$ cat src/rtl/seq_pkg.sv
// seq_pkg
// Shared definitions for the serial pattern generator:
//   - default parameter values for pattern, repeat and gap widths
//   - the controller state type
package seq_pkg;

  localparam int PAT_W_DEF = 5;
  localparam int CNT_W_DEF = 4;
  localparam int GAP_W_DEF = 3;

  // All four 2-bit codes are assigned, so no code is unreachable.
  typedef enum logic [1:0] {
    ST_IDLE  = 2'd0,
    ST_SHIFT = 2'd1,
    ST_GAP   = 2'd2,
    ST_DONE  = 2'd3
  } seq_state_e;

endpackage

$ cat src/rtl/seq_piso.sv
// seq_piso
// Parallel-in, serial-out shift register. Data leaves MSB first, and zeros
// enter at the LSB.
// Ports:
//   clk         clock, rising edge
//   rst         synchronous active-high reset (clears the register)
//   i_load      load i_din (takes priority over shift)
//   i_shift     shift left by one
//   i_clear     clear to zero (highest priority after rst)
//   i_din       parallel load data
//   o_msb_next  MSB of the value the register takes at the next edge. The
//               parent registers it, so the serial bit is timed with its state.
module seq_piso #(
  parameter int PAT_W = 5
) (
  input  logic             clk,
  input  logic             rst,
  input  logic             i_load,
  input  logic             i_shift,
  input  logic             i_clear,
  input  logic [PAT_W-1:0] i_din,
  output logic             o_msb_next
);

  logic [PAT_W-1:0] r_q;
  logic [PAT_W-1:0] w_shifted;
  logic [PAT_W-1:0] w_q_next;

  genvar gi;
  generate
    for (gi = 0; gi < PAT_W; gi++) begin : g_shift
      if (gi == 0) begin : g_lsb
        assign w_shifted[gi] = 1'b0;
      end else begin : g_bit
        assign w_shifted[gi] = r_q[gi-1];
      end
    end
  endgenerate

  always_comb begin
    w_q_next = r_q;
    if (i_clear)      w_q_next = '0;
    else if (i_load)  w_q_next = i_din;
    else if (i_shift) w_q_next = w_shifted;
  end

  always_ff @(posedge clk) begin
    if (rst) r_q <= '0;
    else     r_q <= w_q_next;
  end

  assign o_msb_next = w_q_next[PAT_W-1];

endmodule

$ cat src/rtl/seq_pattern_gen.sv
// seq_pattern_gen
// Sends a PAT_W-bit pattern MSB first, repeat_n times. Each repetition after
// the first is preceded by gap idle cycles.
// Ports:
//   clk, rst   clock and synchronous active-high reset
//   start      request a transmission; sampled only while ready=1
//   abort      end the current transmission without a done pulse
//   pattern    bit pattern, captured on start acceptance
//   repeat_n   repetition count, captured on start acceptance
//   gap        idle cycles between repetitions, captured on start acceptance
//   o          serial data bit; 0 whenever o_valid=0
//   o_valid    o carries a pattern bit this cycle
//   ready      idle and able to accept start
//   done       one-cycle pulse after the last bit of the last repetition
// Every output comes from a flop loaded from next-state decode.
module seq_pattern_gen
  import seq_pkg::*;
#(
  parameter int PAT_W = PAT_W_DEF,
  parameter int CNT_W = CNT_W_DEF,
  parameter int GAP_W = GAP_W_DEF
) (
  input  logic             clk,
  input  logic             rst,
  input  logic             start,
  input  logic             abort,
  input  logic [PAT_W-1:0] pattern,
  input  logic [CNT_W-1:0] repeat_n,
  input  logic [GAP_W-1:0] gap,
  output logic             o,
  output logic             o_valid,
  output logic             ready,
  output logic             done
);

  localparam int BIT_W = (PAT_W > 1) ? $clog2(PAT_W) : 1;
  localparam logic [BIT_W-1:0] LAST_BIT = BIT_W'(PAT_W - 1);

  seq_state_e       r_state;
  seq_state_e       w_state_next;
  logic [PAT_W-1:0] r_pat;
  logic [CNT_W-1:0] r_rep_cnt;    // repetitions still to send, including the current one
  logic [GAP_W-1:0] r_gap;
  logic [GAP_W-1:0] r_gap_cnt;    // idle cycles left in the current gap
  logic [BIT_W-1:0] r_bit_cnt;
  logic             r_o;
  logic             r_o_valid;
  logic             r_ready;
  logic             r_done;

  logic             w_accept;
  logic             w_last_bit;
  logic             w_load;
  logic             w_shift;
  logic             w_clear;
  logic [PAT_W-1:0] w_load_data;
  logic             w_msb_next;

  assign w_accept   = (r_state == ST_IDLE) && start && !abort;
  assign w_last_bit = (r_bit_cnt == LAST_BIT);

  always_comb begin
    w_state_next = ST_IDLE;
    w_load       = 1'b0;
    w_shift      = 1'b0;
    w_clear      = 1'b0;
    w_load_data  = r_pat;
    case (r_state)
      ST_IDLE: begin
        if (w_accept) begin
          // The first repetition loads straight from the port. Later ones
          // reload from the captured copy.
          w_load_data  = pattern;
          w_load       = 1'b1;
          w_state_next = (repeat_n != '0) ? ST_SHIFT : ST_DONE;
        end
      end
      ST_SHIFT: begin
        if (abort) begin
          w_clear = 1'b1;
        end else if (w_last_bit) begin
          if (r_rep_cnt == CNT_W'(1)) begin
            w_state_next = ST_DONE;
            w_clear      = 1'b1;
          end else if (r_gap != '0) begin
            w_state_next = ST_GAP;
            w_clear      = 1'b1;
          end else begin
            // With no gap, the next MSB follows this LSB directly.
            w_state_next = ST_SHIFT;
            w_load       = 1'b1;
          end
        end else begin
          w_state_next = ST_SHIFT;
          w_shift      = 1'b1;
        end
      end
      ST_GAP: begin
        if (abort) begin
          w_clear = 1'b1;
        end else if (r_gap_cnt == GAP_W'(1)) begin
          w_state_next = ST_SHIFT;
          w_load       = 1'b1;
        end else begin
          w_state_next = ST_GAP;
        end
      end
      ST_DONE: w_state_next = ST_IDLE;
      default: begin
        w_state_next = ST_IDLE;
        w_clear      = 1'b1;
      end
    endcase
  end

  seq_piso #(.PAT_W(PAT_W)) u_piso (
    .clk        (clk),
    .rst        (rst),
    .i_load     (w_load),
    .i_shift    (w_shift),
    .i_clear    (w_clear),
    .i_din      (w_load_data),
    .o_msb_next (w_msb_next)
  );

  always_ff @(posedge clk) begin
    if (rst) begin
      r_state   <= ST_IDLE;
      r_pat     <= '0;
      r_rep_cnt <= '0;
      r_gap     <= '0;
      r_gap_cnt <= '0;
      r_bit_cnt <= '0;
      r_o       <= 1'b0;
      r_o_valid <= 1'b0;
      r_ready   <= 1'b1;
      r_done    <= 1'b0;
    end else begin
      r_state <= w_state_next;
      case (r_state)
        ST_IDLE: begin
          if (w_accept) begin
            r_pat     <= pattern;
            r_rep_cnt <= repeat_n;
            r_gap     <= gap;
            r_bit_cnt <= '0;
          end
        end
        ST_SHIFT: begin
          if (!abort) begin
            if (w_last_bit) begin
              r_bit_cnt <= '0;
              r_rep_cnt <= r_rep_cnt - CNT_W'(1);
              r_gap_cnt <= r_gap;
            end else begin
              r_bit_cnt <= r_bit_cnt + BIT_W'(1);
            end
          end
        end
        ST_GAP: begin
          if (!abort) r_gap_cnt <= r_gap_cnt - GAP_W'(1);
        end
        default: ;
      endcase
      r_o_valid <= (w_state_next == ST_SHIFT);
      r_o       <= (w_state_next == ST_SHIFT) && w_msb_next;
      r_done    <= (w_state_next == ST_DONE);
      r_ready   <= (w_state_next == ST_IDLE);
    end
  end

  assign o       = r_o;
  assign o_valid = r_o_valid;
  assign ready   = r_ready;
  assign done    = r_done;

endmodule

$ cat config.mk
export PLATFORM = sky130hd
export DESIGN_NAME = seq_pattern_gen
export DESIGN_NICKNAME = d
export VERILOG_FILES = /design/src/rtl/seq_pkg.sv /design/src/rtl/seq_piso.sv /design/src/rtl/seq_pattern_gen.sv
export SDC_FILE = /design/constraint.sdc
export NUM_CORES = 1
export LEC_CHECK = 0
export CAP_MARGIN = 10
export CORE_ASPECT_RATIO = 0.6
export CORE_MARGIN = 1.5
export CORE_UTILIZATION = 47
export DETAILED_ROUTE_END_ITERATION = 7
export PLACE_DENSITY = 0.77
export RECOVER_POWER = 50
export SLEW_MARGIN = 10
export SYNTH_ARGS = -nofsm -noshare
export SYNTH_HDL_FRONTEND = slang
export SYNTH_HIERARCHICAL = 1
export SYNTH_SLANG_ARGS = --single-unit
export TNS_END_PERCENT = 50
$ cat constraint.sdc
create_clock -name clk -period 5 [get_ports clk]
set_input_delay 1.5 -clock clk [delete_from_list [all_inputs] [get_ports clk]]
set_output_delay 1.5 -clock clk [all_outputs]
set_load 0.02 [all_outputs]
==> run metrics <==
leak pwr 0.716 nW; Hold Path Class flip-flop to flip-flop; CP max FO 11; final worst path period need between 3 and 4 ns; CP Launch Type primary input; Setup Buffers After CTS 0; Setup TNS Final 0 ns; vias per cell 5.58; met3 routed WL 195 µm; htree depth 2; min-delay src r_gap_cnt[1]; f_max 260 MHz; worst clock skew 0.00533 ns; Mapped Nets 197; worst-path cell chain dlygate4sd3_1 -> nand3b_1 -> a31oi_1 -> inv_1 -> a211oi_1 -> inv_1 -> nor3b_1; layout cell share with drive strength beyond 1 5.79%; Syn-to-layout area delta 20.2%; Syn Area/Cell 9.30 µm²; r2r worst-path depth 9; WP data arrival 4.05 ns; number of flops mapped to enable cells by yosys 0; YS warnings 6; worst vdd ir around 190 µV; Worst-path clk slew 0.06 ns; Die Y roughly 48 µm; max incr delay on CP 0.68 ns; routed length per placed instance 14.9 µm; Die X about 78 µm; RR Startpoint r_state[1]; GPL Wtd Cong 0.835; worst reg2reg endpoint o; top routing layer used met4; RSZ-0062 raised after global routing no; Max Transition Viols Final 0; count of hold-fix buffers inserted at cts 0; critical path's slowest cell dlygate4sd3_1; Hold Crit Depth 2; Initial Util 48.8%; Clock Tree Root clkbuf_8; CTS sink cnt 29; post-route cell area 1900 µm²; most frequent cells in the layout dfxtp_1 (29), inv_1 (15), clkdlybuf4s50_1 (13); Worst Max-Slew Pin Slew 0.844 ns; clk buf depth 2; Post-Synthesis Cell Area 1580 µm²; Reg2Reg Setup Slack between 2 and 2.5 ns; CTS resizes 0; PortBufs 19; Row Count 16; post-route clock period utilization 77.1%; top_reg_cell synth dfxtp_1; post-route ant nets 0; vias in the first global route about 1200; Hold EP r_gap_cnt[1]; total CTS buffers 5; CTS tree yes; Initial DRC Count 84; total grt overflow 0; Layout Nets 216; global-route wire length before repair 5660 µm; Syn Inst Count 170; GRT Util Overall 20.7%; Worst Path Required 5.20 ns; DRC Markers 0; CORE AREA about 3200 µm²; P per Cell Area 309 nW/µm²; most frequent cell on the critical path inv_1; Yosys reg bits 29; HPWL Detailed ~2700 µm; WS Path Type primary input to flip-flop; Antenna diodes 0; sequential element share of the synthesized area between 30% and 40%; wire length on met2 ~1600 µm; Final Hold Violating Endpoints 0; status finished, final reports clean; met1 WL about 1700 µm; First-pass DRT Iterations 4; Total Wirelength 3490 µm; initial antenna violation count 0; slew margin rel. 43.2%; endpoints failing setup 0; number of buffers and inverters on the critical path 3; Worst Setup End Kind flip-flop; number of max-cap violations 0; Die ar. approximately 3700 µm²; IO Count 20; Distinct cells, synth 46; most common cell after layout, fill and taps aside dfxtp_1; FFs w/ async S/R, synth 0%; Vias around 1300; Largest delay share family, worst path buffers and inverters; largest net degree at the start of global routing 22; Skew-Pair Late Insertion Delay 0.28 ns; Post-DP Area 1790 µm²
[final cells by class]
cell class                      instances  area (µm²)
Fill cell                             294        1340
Multi-Input combinational cell        119         901
Sequential cell                        29         581
Timing Repair Buffer                   19         190
Clock buffer                            7        86.3
Inverter                               15        56.3
Tap cell                               45        56.3
Clock inverter                          1        30.0
[stage by stage]
stage | std cells | hold WS (ns) | utilization, % | power (mW) | worst slack (ns)
4_1_cts | 235 | 0.461 | 58.7 | 0.593 | 1.22
5_1_grt | 235 | 0.503 | 58.6 | 0.613 | 0.945
3_5_place_dp | 227 | 0.452 | 55.1 | 0.343 | 0.914
6_report | 235 | 0.458 | 58.6 | 0.587 | 1.15
2_1_floorplan | 170 | 0.432 | - | 0.313 | 1.91
3_3_place_gp | 227 | 0.442 | 55.1 | 0.337 | 1.20
[power breakdown]
| part | switching [mW] | internal, mW |
|---|---|---|
| combinational | 0.0458 | 0.0401 |
| sequential | 0.00738 | 0.243 |
| clock | 0.0879 | 0.162 |
| total | 0.141 | 0.446 |
[metal layers]
metal	track usage [%]	up-vias
met1	26.0	631
met3	6.10	9
met2	35.3	36
met5	0	-
li1	-	635
met4	7.50	0
[cells by family after synthesis]
logic type | share of synthesized area, %
fa+ha+maj | 8.70
xor+xnor | 1.11
simple gates | 21.0
mux | 8.62
buf+inv | 6.09
flops | 36.7
compound gates | 17.8
[state kept, by name, indices dropped and copies added, names as in the netlist]
register    flops
r_bit_cnt       3
r_rep_cnt       4
ready           1
r_state         2
o_valid         1
r_pat           5
r_gap           3
o               1
r_gap_cnt       3
u_piso/r_q      5
done            1
[cell usage after synthesis (2+ instances only)]
| cell type | instances | share of area, % |
|---|---|---|
| dfxtp_1 | 29 | 37 |
| inv_1 | 15 | 3.6 |
| ha_1 | 11 | 8.7 |
| nor2_1 | 10 | 2.4 |
| nor2b_1 | 10 | 4.0 |
| a21oi_1 | 9 | 2.8 |
| mux2i_1 | 8 | 5.1 |
| nor3_1 | 7 | 2.2 |
| and2_1 | 5 | 2.0 |
| mux2_1 | 5 | 3.6 |
| nand2_1 | 5 | 1.2 |
| nand2b_1 | 5 | 2.0 |
| a2111oi_1 | 4 | 2.5 |
| clkbuf_1 | 3 | 0.71 |
| nand3b_1 | 3 | 1.4 |
| o21ai_0 | 3 | 0.95 |
| a211oi_1 | 2 | 0.95 |
| a21o_1 | 2 | 0.95 |
| buf_2 | 2 | 0.63 |
| nor4b_1 | 2 | 1.1 |
| o21ai_1 | 2 | 0.63 |
| or3_1 | 2 | 0.79 |
| or3b_1 | 2 | 1.1 |
| xnor2_1 | 2 | 1.1 |
[worst min-delay path, delay by kind of cell (launching register included)]
| family | cells | cell delay [ns] |
|---|---|---|
| flip-flops | 1 | 0.31 |
| AND/OR/NAND/NOR | 1 | 0.05 |
| AO/OA/AOI/OAI | 1 | 0.05 |
[how the worst max path moves through the flow]
stage,start,to,slack (ns),cells past startpoint
global route,abort,o,0.95,7
detailed placement,abort,o,0.91,7
global placement,abort,o,1.20,7
finish,abort,o,1.15,7
floorplan,abort,o,1.91,8
CTS,abort,o,1.22,7
No activity file was read; power rests on OpenSTA's default activity.
